--- src/rtl/lc3_pkg.sv ---
// Shared constants for the LC3 MAR/MDR memory port: state encoding,
// default word width and the causes that can raise the sticky error flag.
package lc3_pkg;

    localparam int LC3_DATA_W = 16;

    localparam logic [1:0] ST_IDLE = 2'd0;
    localparam logic [1:0] ST_RD   = 2'd1;
    localparam logic [1:0] ST_WR   = 2'd2;

    typedef enum logic [1:0] {
        ERR_NONE    = 2'd0,
        ERR_TIMEOUT = 2'd1,
        ERR_COLLIDE = 2'd2,
        ERR_BUSY    = 2'd3
    } err_cause_t;

endpackage

--- src/rtl/lc3_mem_port_if.sv ---
// Controller/memory-side signal bundle for lc3_mem_port; the slave modport
// is the port block itself, the master modport is whoever drives it.
interface lc3_mem_port_if
    import lc3_pkg::*;
#(
    parameter int DATA_W = LC3_DATA_W
) ();

    logic [DATA_W-1:0] bus_in;
    logic              ldMAR;
    logic              ldMDR;
    logic              selMDR;
    logic              memWE;
    logic [DATA_W-1:0] mar;
    logic [DATA_W-1:0] mdr;
    logic              busy;
    logic              done;
    logic              err;
    logic              mem_req;
    logic              mem_we;
    logic [DATA_W-1:0] mem_addr;
    logic [DATA_W-1:0] mem_wdata;
    logic              mem_ack;
    logic [DATA_W-1:0] mem_rdata;

    modport master (
        output bus_in, ldMAR, ldMDR, selMDR, memWE, mem_ack, mem_rdata,
        input  mar, mdr, busy, done, err, mem_req, mem_we, mem_addr, mem_wdata
    );

    modport slave (
        input  bus_in, ldMAR, ldMDR, selMDR, memWE, mem_ack, mem_rdata,
        output mar, mdr, busy, done, err, mem_req, mem_we, mem_addr, mem_wdata
    );

endinterface

--- src/rtl/lc3_mem_wdog.sv ---
// Request watchdog: loads TIMEOUT on clear, counts down while enabled and
// flags expiry on the last allowed cycle; saturates at zero.
module lc3_mem_wdog #(
    parameter int TIMEOUT = 255,
    parameter int TO_W    = 8
) (
    input  logic clk,
    input  logic reset,
    input  logic i_clear,
    input  logic i_enable,
    output logic o_expire
);

    logic [TO_W-1:0] r_count;

    always_ff @(posedge clk) begin
        if (reset) begin
            r_count <= '0;
        end else if (i_clear) begin
            r_count <= TO_W'(TIMEOUT);
        end else if (i_enable && (r_count != '0)) begin
            r_count <= r_count - TO_W'(1);
        end
    end

    // Expiring at a count of one gives exactly TIMEOUT request cycles.
    assign o_expire = i_enable && (r_count <= TO_W'(1));

endmodule

--- src/rtl/lc3_mem_port.sv ---
// MAR/MDR holding registers and req/ack memory handshake for the LC3
// controller; busy/done let the controller stall on slow memory.
module lc3_mem_port
    import lc3_pkg::*;
#(
    parameter int DATA_W  = LC3_DATA_W,
    parameter int TIMEOUT = 255,
    parameter int TO_W    = 8
) (
    input  logic          clk,
    input  logic          reset,
    lc3_mem_port_if.slave mp
);

    logic [1:0]        r_state;
    logic [DATA_W-1:0] r_mar;
    logic [DATA_W-1:0] r_mdr;
    logic [DATA_W-1:0] r_memAddr;
    logic [DATA_W-1:0] r_memWdata;
    logic              r_memReq;
    logic              r_memWe;
    logic              r_done;
    logic              r_err;

    logic       w_idle;
    logic       w_inFlight;
    logic       w_startWr;
    logic       w_startRd;
    logic       w_loadBus;
    logic       w_ack;
    logic       w_expire;
    logic       w_finish;
    err_cause_t w_errCause;

    assign w_idle     = (r_state == ST_IDLE);
    assign w_inFlight = !w_idle;
    assign w_startWr  = w_idle && mp.memWE;
    assign w_startRd  = w_idle && !mp.memWE && mp.ldMDR && mp.selMDR;
    assign w_loadBus  = w_idle && mp.ldMDR && !mp.selMDR;
    assign w_ack      = w_inFlight && mp.mem_ack;
    assign w_finish   = w_ack || w_expire;

    lc3_mem_wdog #(
        .TIMEOUT (TIMEOUT),
        .TO_W    (TO_W)
    ) u_wdog (
        .clk      (clk),
        .reset    (reset),
        .i_clear  (w_startWr || w_startRd),
        .i_enable (w_inFlight && !mp.mem_ack),
        .o_expire (w_expire)
    );

    always_comb begin
        w_errCause = ERR_NONE;
        if (w_expire) begin
            w_errCause = ERR_TIMEOUT;
        end else if (w_inFlight && (mp.ldMDR || mp.memWE)) begin
            w_errCause = ERR_BUSY;
        end else if (w_idle && mp.memWE && mp.ldMDR && mp.selMDR) begin
            w_errCause = ERR_COLLIDE;
        end
    end

    // A same-cycle write reads the pre-load MDR because the latch uses r_mdr.
    always_ff @(posedge clk) begin
        if (reset) begin
            r_state    <= ST_IDLE;
            r_mar      <= '0;
            r_mdr      <= '0;
            r_memAddr  <= '0;
            r_memWdata <= '0;
            r_memReq   <= 1'b0;
            r_memWe    <= 1'b0;
            r_done     <= 1'b0;
            r_err      <= 1'b0;
        end else begin
            r_done <= 1'b0;
            if (mp.ldMAR) begin
                r_mar <= mp.bus_in;
            end
            if (w_loadBus) begin
                r_mdr <= mp.bus_in;
            end
            if (w_idle) begin
                if (w_startWr) begin
                    r_state    <= ST_WR;
                    r_memAddr  <= r_mar;
                    r_memWdata <= r_mdr;
                    r_memReq   <= 1'b1;
                    r_memWe    <= 1'b1;
                end else if (w_startRd) begin
                    r_state   <= ST_RD;
                    r_memAddr <= r_mar;
                    r_memReq  <= 1'b1;
                    r_memWe   <= 1'b0;
                end
            end else if (w_finish) begin
                r_state  <= ST_IDLE;
                r_memReq <= 1'b0;
                r_memWe  <= 1'b0;
                r_done   <= 1'b1;
                if (w_ack && (r_state == ST_RD)) begin
                    r_mdr <= mp.mem_rdata;
                end
            end
            if (w_errCause != ERR_NONE) begin
                r_err <= 1'b1;
            end
        end
    end

    assign mp.mar       = r_mar;
    assign mp.mdr       = r_mdr;
    assign mp.busy      = w_inFlight;
    assign mp.done      = r_done;
    assign mp.err       = r_err;
    assign mp.mem_req   = r_memReq;
    assign mp.mem_we    = r_memWe;
    assign mp.mem_addr  = r_memAddr;
    assign mp.mem_wdata = r_memWdata;

endmodule

--- src/flat_wrapper.sv ---
// flat-port wrapper written by rule: the top's interface ports become plain ports
module lc3_mem_port_flat import lc3_pkg::*;
#(
    parameter int DATA_W  = LC3_DATA_W,
    parameter int TIMEOUT = 255,
    parameter int TO_W    = 8
)
  (clk, reset, mp_bus_in, mp_ldMAR, mp_ldMDR, mp_selMDR, mp_memWE, mp_mem_ack, mp_mem_rdata, mp_mar, mp_mdr, mp_busy, mp_done, mp_err, mp_mem_req, mp_mem_we, mp_mem_addr, mp_mem_wdata);
  lc3_mem_port_if #(.DATA_W(DATA_W)) mp_i ();
  input  logic clk;
  input  logic reset;
  input wire logic [$bits(mp_i.bus_in)-1:0] mp_bus_in;
  input wire logic [$bits(mp_i.ldMAR)-1:0] mp_ldMAR;
  input wire logic [$bits(mp_i.ldMDR)-1:0] mp_ldMDR;
  input wire logic [$bits(mp_i.selMDR)-1:0] mp_selMDR;
  input wire logic [$bits(mp_i.memWE)-1:0] mp_memWE;
  input wire logic [$bits(mp_i.mem_ack)-1:0] mp_mem_ack;
  input wire logic [$bits(mp_i.mem_rdata)-1:0] mp_mem_rdata;
  output wire logic [$bits(mp_i.mar)-1:0] mp_mar;
  output wire logic [$bits(mp_i.mdr)-1:0] mp_mdr;
  output wire logic [$bits(mp_i.busy)-1:0] mp_busy;
  output wire logic [$bits(mp_i.done)-1:0] mp_done;
  output wire logic [$bits(mp_i.err)-1:0] mp_err;
  output wire logic [$bits(mp_i.mem_req)-1:0] mp_mem_req;
  output wire logic [$bits(mp_i.mem_we)-1:0] mp_mem_we;
  output wire logic [$bits(mp_i.mem_addr)-1:0] mp_mem_addr;
  output wire logic [$bits(mp_i.mem_wdata)-1:0] mp_mem_wdata;
  assign mp_i.bus_in = mp_bus_in;
  assign mp_i.ldMAR = mp_ldMAR;
  assign mp_i.ldMDR = mp_ldMDR;
  assign mp_i.selMDR = mp_selMDR;
  assign mp_i.memWE = mp_memWE;
  assign mp_i.mem_ack = mp_mem_ack;
  assign mp_i.mem_rdata = mp_mem_rdata;
  assign mp_mar = mp_i.mar;
  assign mp_mdr = mp_i.mdr;
  assign mp_busy = mp_i.busy;
  assign mp_done = mp_i.done;
  assign mp_err = mp_i.err;
  assign mp_mem_req = mp_i.mem_req;
  assign mp_mem_we = mp_i.mem_we;
  assign mp_mem_addr = mp_i.mem_addr;
  assign mp_mem_wdata = mp_i.mem_wdata;
  lc3_mem_port #(.DATA_W(DATA_W), .TIMEOUT(TIMEOUT), .TO_W(TO_W)) u_core (.clk(clk), .reset(reset), .mp(mp_i));
endmodule
--- config.mk ---
export PLATFORM = sky130hd
export DESIGN_NAME = lc3_mem_port_flat
export DESIGN_NICKNAME = d
export VERILOG_FILES = /design/src/rtl/lc3_pkg.sv /design/src/rtl/lc3_mem_port_if.sv /design/src/rtl/lc3_mem_wdog.sv /design/src/rtl/lc3_mem_port.sv /design/src/flat_wrapper.sv
export SDC_FILE = /design/constraint.sdc
export NUM_CORES = 1
export LEC_CHECK = 0
export CORE_AREA = 2 2 94 96
export DETAILED_ROUTE_END_ITERATION = 16
export DIE_AREA = 0 0 96 98
export PLACE_DENSITY = 0.67
export SYNTH_ARGS = -nofsm -noshare
export SYNTH_HDL_FRONTEND = slang
export SYNTH_SLANG_ARGS = --single-unit
--- constraint.sdc ---
create_clock -name clk -period 1.96 [get_ports clk]
set_input_delay 0.392 -clock clk [delete_from_list [all_inputs] [get_ports clk]]
set_output_delay 0.392 -clock clk [all_outputs]
set_load 0.005 [all_outputs]
## Word-level counts from Yosys, hierarchy flattened

Cells that the tools add are included.

- Add/sub/neg operators: 1
- $lt $le $gt $ge: 1
- Equality and inequality tests: 2
- Muxes and demuxes: 23
- Reduce and logical (&&, ||, !) cells: 31

Operator list:

| cell | count |
|---|---|
| $mux W16 | 6 |
| $mux W8 | 2 |
| $logic_and A1 B1 Y1 | 14 |
| $mux W2 | 7 |
| $le A8 B1 Y1 const B | 1 |
| $mux W1 | 8 |
| $reduce_bool A2 Y1 | 4 |
| $reduce_bool A8 Y1 | 1 |
| $sub A8 B1 Y8 const B | 1 |
| $reduce_and A2 Y1 | 3 |
| $logic_not A1 Y1 | 4 |
| $logic_or A1 B1 Y1 | 3 |
| $ne A3 B3 Y1 const B | 1 |
| $eq A2 B1 Y1 const B | 1 |
| $logic_not A2 Y1 | 1 |
| $reduce_or A2 Y1 | 1 |

- Register bits: 78
- Input port bits: 39
- Word-level logic and storage cells: 68

## Logic depth before layout (Yosys ltp)

- Word-level depth: 8
- Depth in mapped cells: 6
- Depth with buffers taken out: 6

## By module

From an unflattened synthesis, not the netlist that was laid out.

- Cells, all modules: 352
- Area total of the unflattened synthesis: 3168.0 µm²

By module, submodules not included:

| module | instances | cells each | area an instance (µm²) | seq. area each (µm²) |
|---|---|---|---|---|
| lc3_mem_port | 1 | 293 | 2665.1 | 1381.3 |
| lc3_mem_wdog | 1 | 59 | 503.0 | 160.2 |

## Least setup slack after synthesis

Ideal clock, no wire load.

- Path type: register to register
- Start: reg u_core.u_wdog.r_count[0]
- End: reg u_core.u_wdog.r_count[6]
- Library setup time: 0.086 ns
- Arrival: 1.511 ns
- Data required time: 1.874 ns
- Slack: 0.363 ns
- Cell stages (with the launch flop): 7
- Path buffers: 0
- Clock period less this slack: 1.597 ns
- Cell sequence: dfxtp_1 inv_1 ha_1 or3b_1 nor4b_2 nor3_1 a211oi_1

- Cells in the longest elaborated chain, start to end: 3
- Elaborated cells between the ends (all ways): 6

Ends and longest elaborated chain:

| element | line | RTL |
|---|---|---|
| from (decl) | lc3_mem_wdog.sv:14 | `logic [TO_W-1:0] r_count;` |
| from (signal assigned) | lc3_mem_wdog.sv:20 | `r_count <= TO_W'(TIMEOUT);` |
| from (signal assigned) | lc3_mem_wdog.sv:22 | `r_count <= r_count - TO_W'(1);` |
| $sub A8 B1 Y8 or $reduce_bool A8 Y1 (tied branches) | lc3_mem_wdog.sv:22, lc3_mem_wdog.sv:21 |  |
| $mux W8 or $logic_and A1 B1 Y1 (tied branches) | lc3_mem_wdog.sv:21 | `end else if (i_enable && (r_count != '0)) begin` |
| $mux W8 or $reduce_bool A2 Y1 (tied branches) | - |  |

Several ways; a longest one is shown, not always the timed one. The select of a mux whose other input is x is not followed.
A chain may end at the register's enable or synchronous reset.

## Final worst setup path

- Start: reg u_core.r_state[1]
- End: out mp_busy

- Cells in the longest elaborated chain, start to end: 2

Ends and longest elaborated chain:

| element | line | RTL |
|---|---|---|
| from (decl) | lc3_mem_port.sv:15 | `logic [1:0] r_state;` |
| from (signal assigned) | lc3_mem_port.sv:68 | `r_state <= ST_IDLE;` |
| from (signal assigned) | lc3_mem_port.sv:87 | `r_state <= ST_WR;` |
| from (signal assigned) | lc3_mem_port.sv:93 | `r_state <= ST_RD;` |
| $logic_not A2 Y1 | lc3_mem_port.sv:35 | `assign w_idle = (r_state == ST_IDLE);` |
| $logic_not A1 Y1 | lc3_mem_port.sv:36 | `assign w_inFlight = !w_idle;` |
| to (decl) | flat_wrapper.sv:21 | `output wire logic [$bits(mp_i.busy)-1:0] mp_busy;` |

Every way passes these cells.

==> summary.txt <==
Die
  – Die H: 98 um
  – Area of the core: 8466 um^2
  – Row count: 34
  – Die Width: 96 um
  – IO Count: around 110
  – DIE AREA: 9408 um^2
  – Initial Util: 35.80%

Setup path
  – CP bufs+invs: 2
  – CP arrival: 1.41 ns
  – FF-to-FF End: u_core.u_wdog.r_count[6]
  – Cell family with most CP delay: buffers and inverters
  – Flop2flop setup slack: 0.19 ns
  – Critical Path RT: 1.57 ns
  – Crit path to: mp_busy
  – Worst setup path start: u_core.r_state[1]
  – CP Capture Type: output pin
  – Slowest stage delay, CP: 0.49 ns
  – CP max stage cell: clkdlybuf4s50_1
  – Critical path depth: 3
  – Worst path cell trace: nor2_1 -> inv_1 -> clkdlybuf4s50_1
  – Cell count of the worst reg-to-reg path: 6
  – Startpoint Class: flop
  – WS Path Type: reg -> out
  – Critical Path Fanout Max: 8
  – Reg-to-Reg Start: u_core.u_wdog.r_count[0]

Timing
  – Slew Limit Fails: 0
  – Max_slew headroom: 57.45%
  – Final Setup Violations: 0
  – Hold_ws: ~0.46 ns
  – Final worst-path cycle share: 92.15%
  – Final hold vios: 0
  – Tightest Pin Transition: 0.6366 ns
  – Final worst path period need: 1.806 ns
  – Unrepaired setup endpoints after global routing: no
  – Final Skew: around 0.014 ns
  – Fmax: 553.7 MHz
  – Setup TNS: 0 ns

Clock network
  – Cts hold-fix bufs: 0
  – Clk buf depth: 2
  – CTS tree: done
  – Clk_lat worst skew: 0.36 ns
  – Num CTS Buffers: 9
  – CTS HTree Levels: 3
  – Clock Sinks: 77
  – Root buffer cell: clkbuf_8
  – Clk slew on worst S/H paths: about 0.080 ns

Place
  – Post-DP HPWL: slightly below 6000 um
  – Port Buffers: 107
  – GP Congestion: 0.8044
  – Area after DPL: around 4300 um^2
  – # placed instances: 539

Yosys
  – Most common cell in the netlist: dfxtp_1
  – Synth top area share: 50.87%
  – Syn Inst Count: ~340
  – Top FF cell, synth: dfxtp_1
  – #FFs+latches synth: 77
  – Post-synthesis sequential area ratio: 50.87%
  – Post-synth top area cell: dfxtp_1
  – Commonest cells post-synth: dfxtp_1 (77), nand2_1 (67), a21oi_1 (39)
  – EDFF count, synth: 0
  – Post-synth ARST share: 0%
  – Synthesized area: 3030 um^2
  – Yosys synthesis warning count: 0
  – Synth top area cells: dfxtp_1 (51%), mux2i_1 (11%), nand2_1 (8.3%)
  – Synth cell types: 37
  – Syn nets: 377
  – Syn Area/Cell: 9.019 um^2

Global route
  – Top Usage Layer GRT: met2
  – Vias in the first global route: 2,554
  – Antenna violations before repair: 0
  – Met3 Use GR: 5.401%
  – First-pass GRT wire length: approximately 13,000 um
  – Largest net degree at the start of global routing: 78
  – Total GRT Usage: 17.52%
  – Met2 GRT Util: 27.30%
  – Grt met1 use: 22.87%
  – GR Overflow Total: 0

Power
  – Part of the power in combinational logic: 17.7%
  – Leakage: about 1.6 nW
  – Maximum VDD drop: 0.4246 mV
  – Share of power burned in the clock network: around 34%
  – Switch share: between 20% and 30%
  – P_int: 2.637 mW
  – Pwr/cell area: 822.1 nW/um^2
  – Reg power frac: between 40 and 50%
  – Net switching power: 1.033 mW

Layout
  – Storage element area: 1544 um^2
  – # fillers: approximately 790
  – Non-Filler Instances: approximately 560
  – Diodes inserted: 0
  – Layout area overhead: 47.27%
  – # nets final: 483
  – Share of layout cells above drive strength 1: 8.725%
  – Post-route cell area: 4463 um^2
  – Area of the multi-input gates: 1383 um^2

Drt
  – DRC: 0
  – Via Count: 2,737
  – DRT iter0 DRCs: 86
  – Final WL: roughly 8100 um
  – ANT nets after route: 0
  – Via density: slightly below 5
  – DRT Pass-1 Iters: 4
  – Avg WL per Cell: 14.67 um

Hold path
  – Path type of the worst min-delay path: reg -> reg

Run status
  – Status: complete, no violations

Run
  – Max Cap Viol: 0
==> metal layers <==
metal / routed length (um) / part of all wire [%]
met3: 576 / 7.1
met4: 111 / 1.4
met1: 3681 / 45
met2: 3771 / 46
met5: 0 / 0
==> layout make-up <==
| type | count | area share (%) |
|---|---|---|
| multi-input combinational | 233 | 30.98 |
| clock inverter | 7 | 1.794 |
| tap | 108 | 3.028 |
| timing repair buffer | 118 | 26.58 |
| sequential | 77 | 34.59 |
| inverter | 3 | 0.2523 |
| clock buffer | 9 | 2.775 |
==> through the flow <==
| step | setup WS (ns) | util [%] | power, mW |
|---|---|---|---|
| detailed placement | 0.008611 | 50.28 | 2.454 |
| global placement | 0.03623 | 50.28 | 2.441 |
| finish | 0.1539 | 52.72 | 3.669 |
| floorplan | 0.3634 | - | 2.094 |
| CTS | 0.02103 | 52.69 | 3.710 |
| global route | 0.01815 | 52.72 | 3.845 |
==> registers in the layout, summed over array words and instances, names as in the netlist <==
name                   cells
u_core.mp.done             1
u_core.mp.err              1
u_core.mp.mar             16
u_core.mp.mdr             16
u_core.mp.mem_addr        16
u_core.mp.mem_req          1
u_core.mp.mem_wdata       16
u_core.r_state             2
u_core.u_wdog.r_count      8
==> power by group through the flow <==
stage          sequential (mW)  clock [mW]  combinational [mW]
3_5_place_dp              1.80           0               0.653
5_1_grt                   1.78        1.35               0.710
2_1_floorplan             1.79           0               0.307
6_report                  1.77        1.25               0.649
4_1_cts                   1.77        1.29               0.657
3_3_place_gp              1.80           0               0.643
==> cells by family (layout without fill, tap and decap cells) <==
group	count (synthesis)	count (layout)	share of synthesized area, %
AO/OA/AOI/OAI	72	72	15.28
XOR/XNOR	1	1	0.2891
adder cells (fa/ha/maj)	2	2	0.8256
buffers and inverters	26	137	3.716
flip-flops	77	77	50.87
multiplexers	32	32	10.57
AND/OR/NAND/NOR	126	126	18.46
==> worst min-delay path by stage <==
| stage | depth (start not counted) | to | slack (ns) | start |
|---|---|---|---|---|
| floorplan | 2 | u_core.mp.mem_addr[0] | 0.45 | u_core.mp.mem_addr[0] |
| global placement | 2 | u_core.mp.mem_addr[15] | 0.44 | u_core.mp.mem_addr[15] |
| detailed placement | 2 | u_core.mp.mem_addr[15] | 0.45 | u_core.mp.mem_addr[15] |
| CTS | 2 | u_core.mp.mem_addr[15] | 0.46 | u_core.mp.mem_addr[15] |
| global route | 2 | u_core.mp.mem_addr[15] | 0.47 | u_core.mp.mem_addr[15] |
| finish | 2 | u_core.mp.mem_addr[15] | 0.46 | u_core.mp.mem_addr[15] |
==> what timing repair did <==
action / 4_1_cts / 5_1_grt
resized for setup: 0 / 2
endpoints found under the setup margin: 0 / 1
setup buffers: 0 / 0
==> placed cells by master (no fill, tap or decap), types with 2 or more instances in the layout <==
| cell type | n |
|---|---|
| nand3b_1 | 2 |
| ha_1 | 2 |
| inv_6 | 4 |
| clkbuf_8 | 9 |
| nor3_1 | 8 |
| a211oi_1 | 21 |
| a31oi_1 | 4 |
| nor4b_2 | 2 |
| a21oi_1 | 39 |
| dfxtp_1 | 75 |
| mux2i_1 | 32 |
| nor2_1 | 37 |
| nand2_1 | 67 |
| inv_1 | 3 |
| buf_4 | 8 |
| buf_12 | 3 |
| clkdlybuf4s50_1 | 106 |
| dfxtp_2 | 2 |
| clkinvlp_4 | 2 |
==> tightest hold or removal path: cells and delay by family, from the launching register on <==
kind	cells	cell delay, ns
simple gates	1	0.05
compound gates	1	0.05
flops	1	0.31
Note: power is estimated with default switching activity, not from simulation.
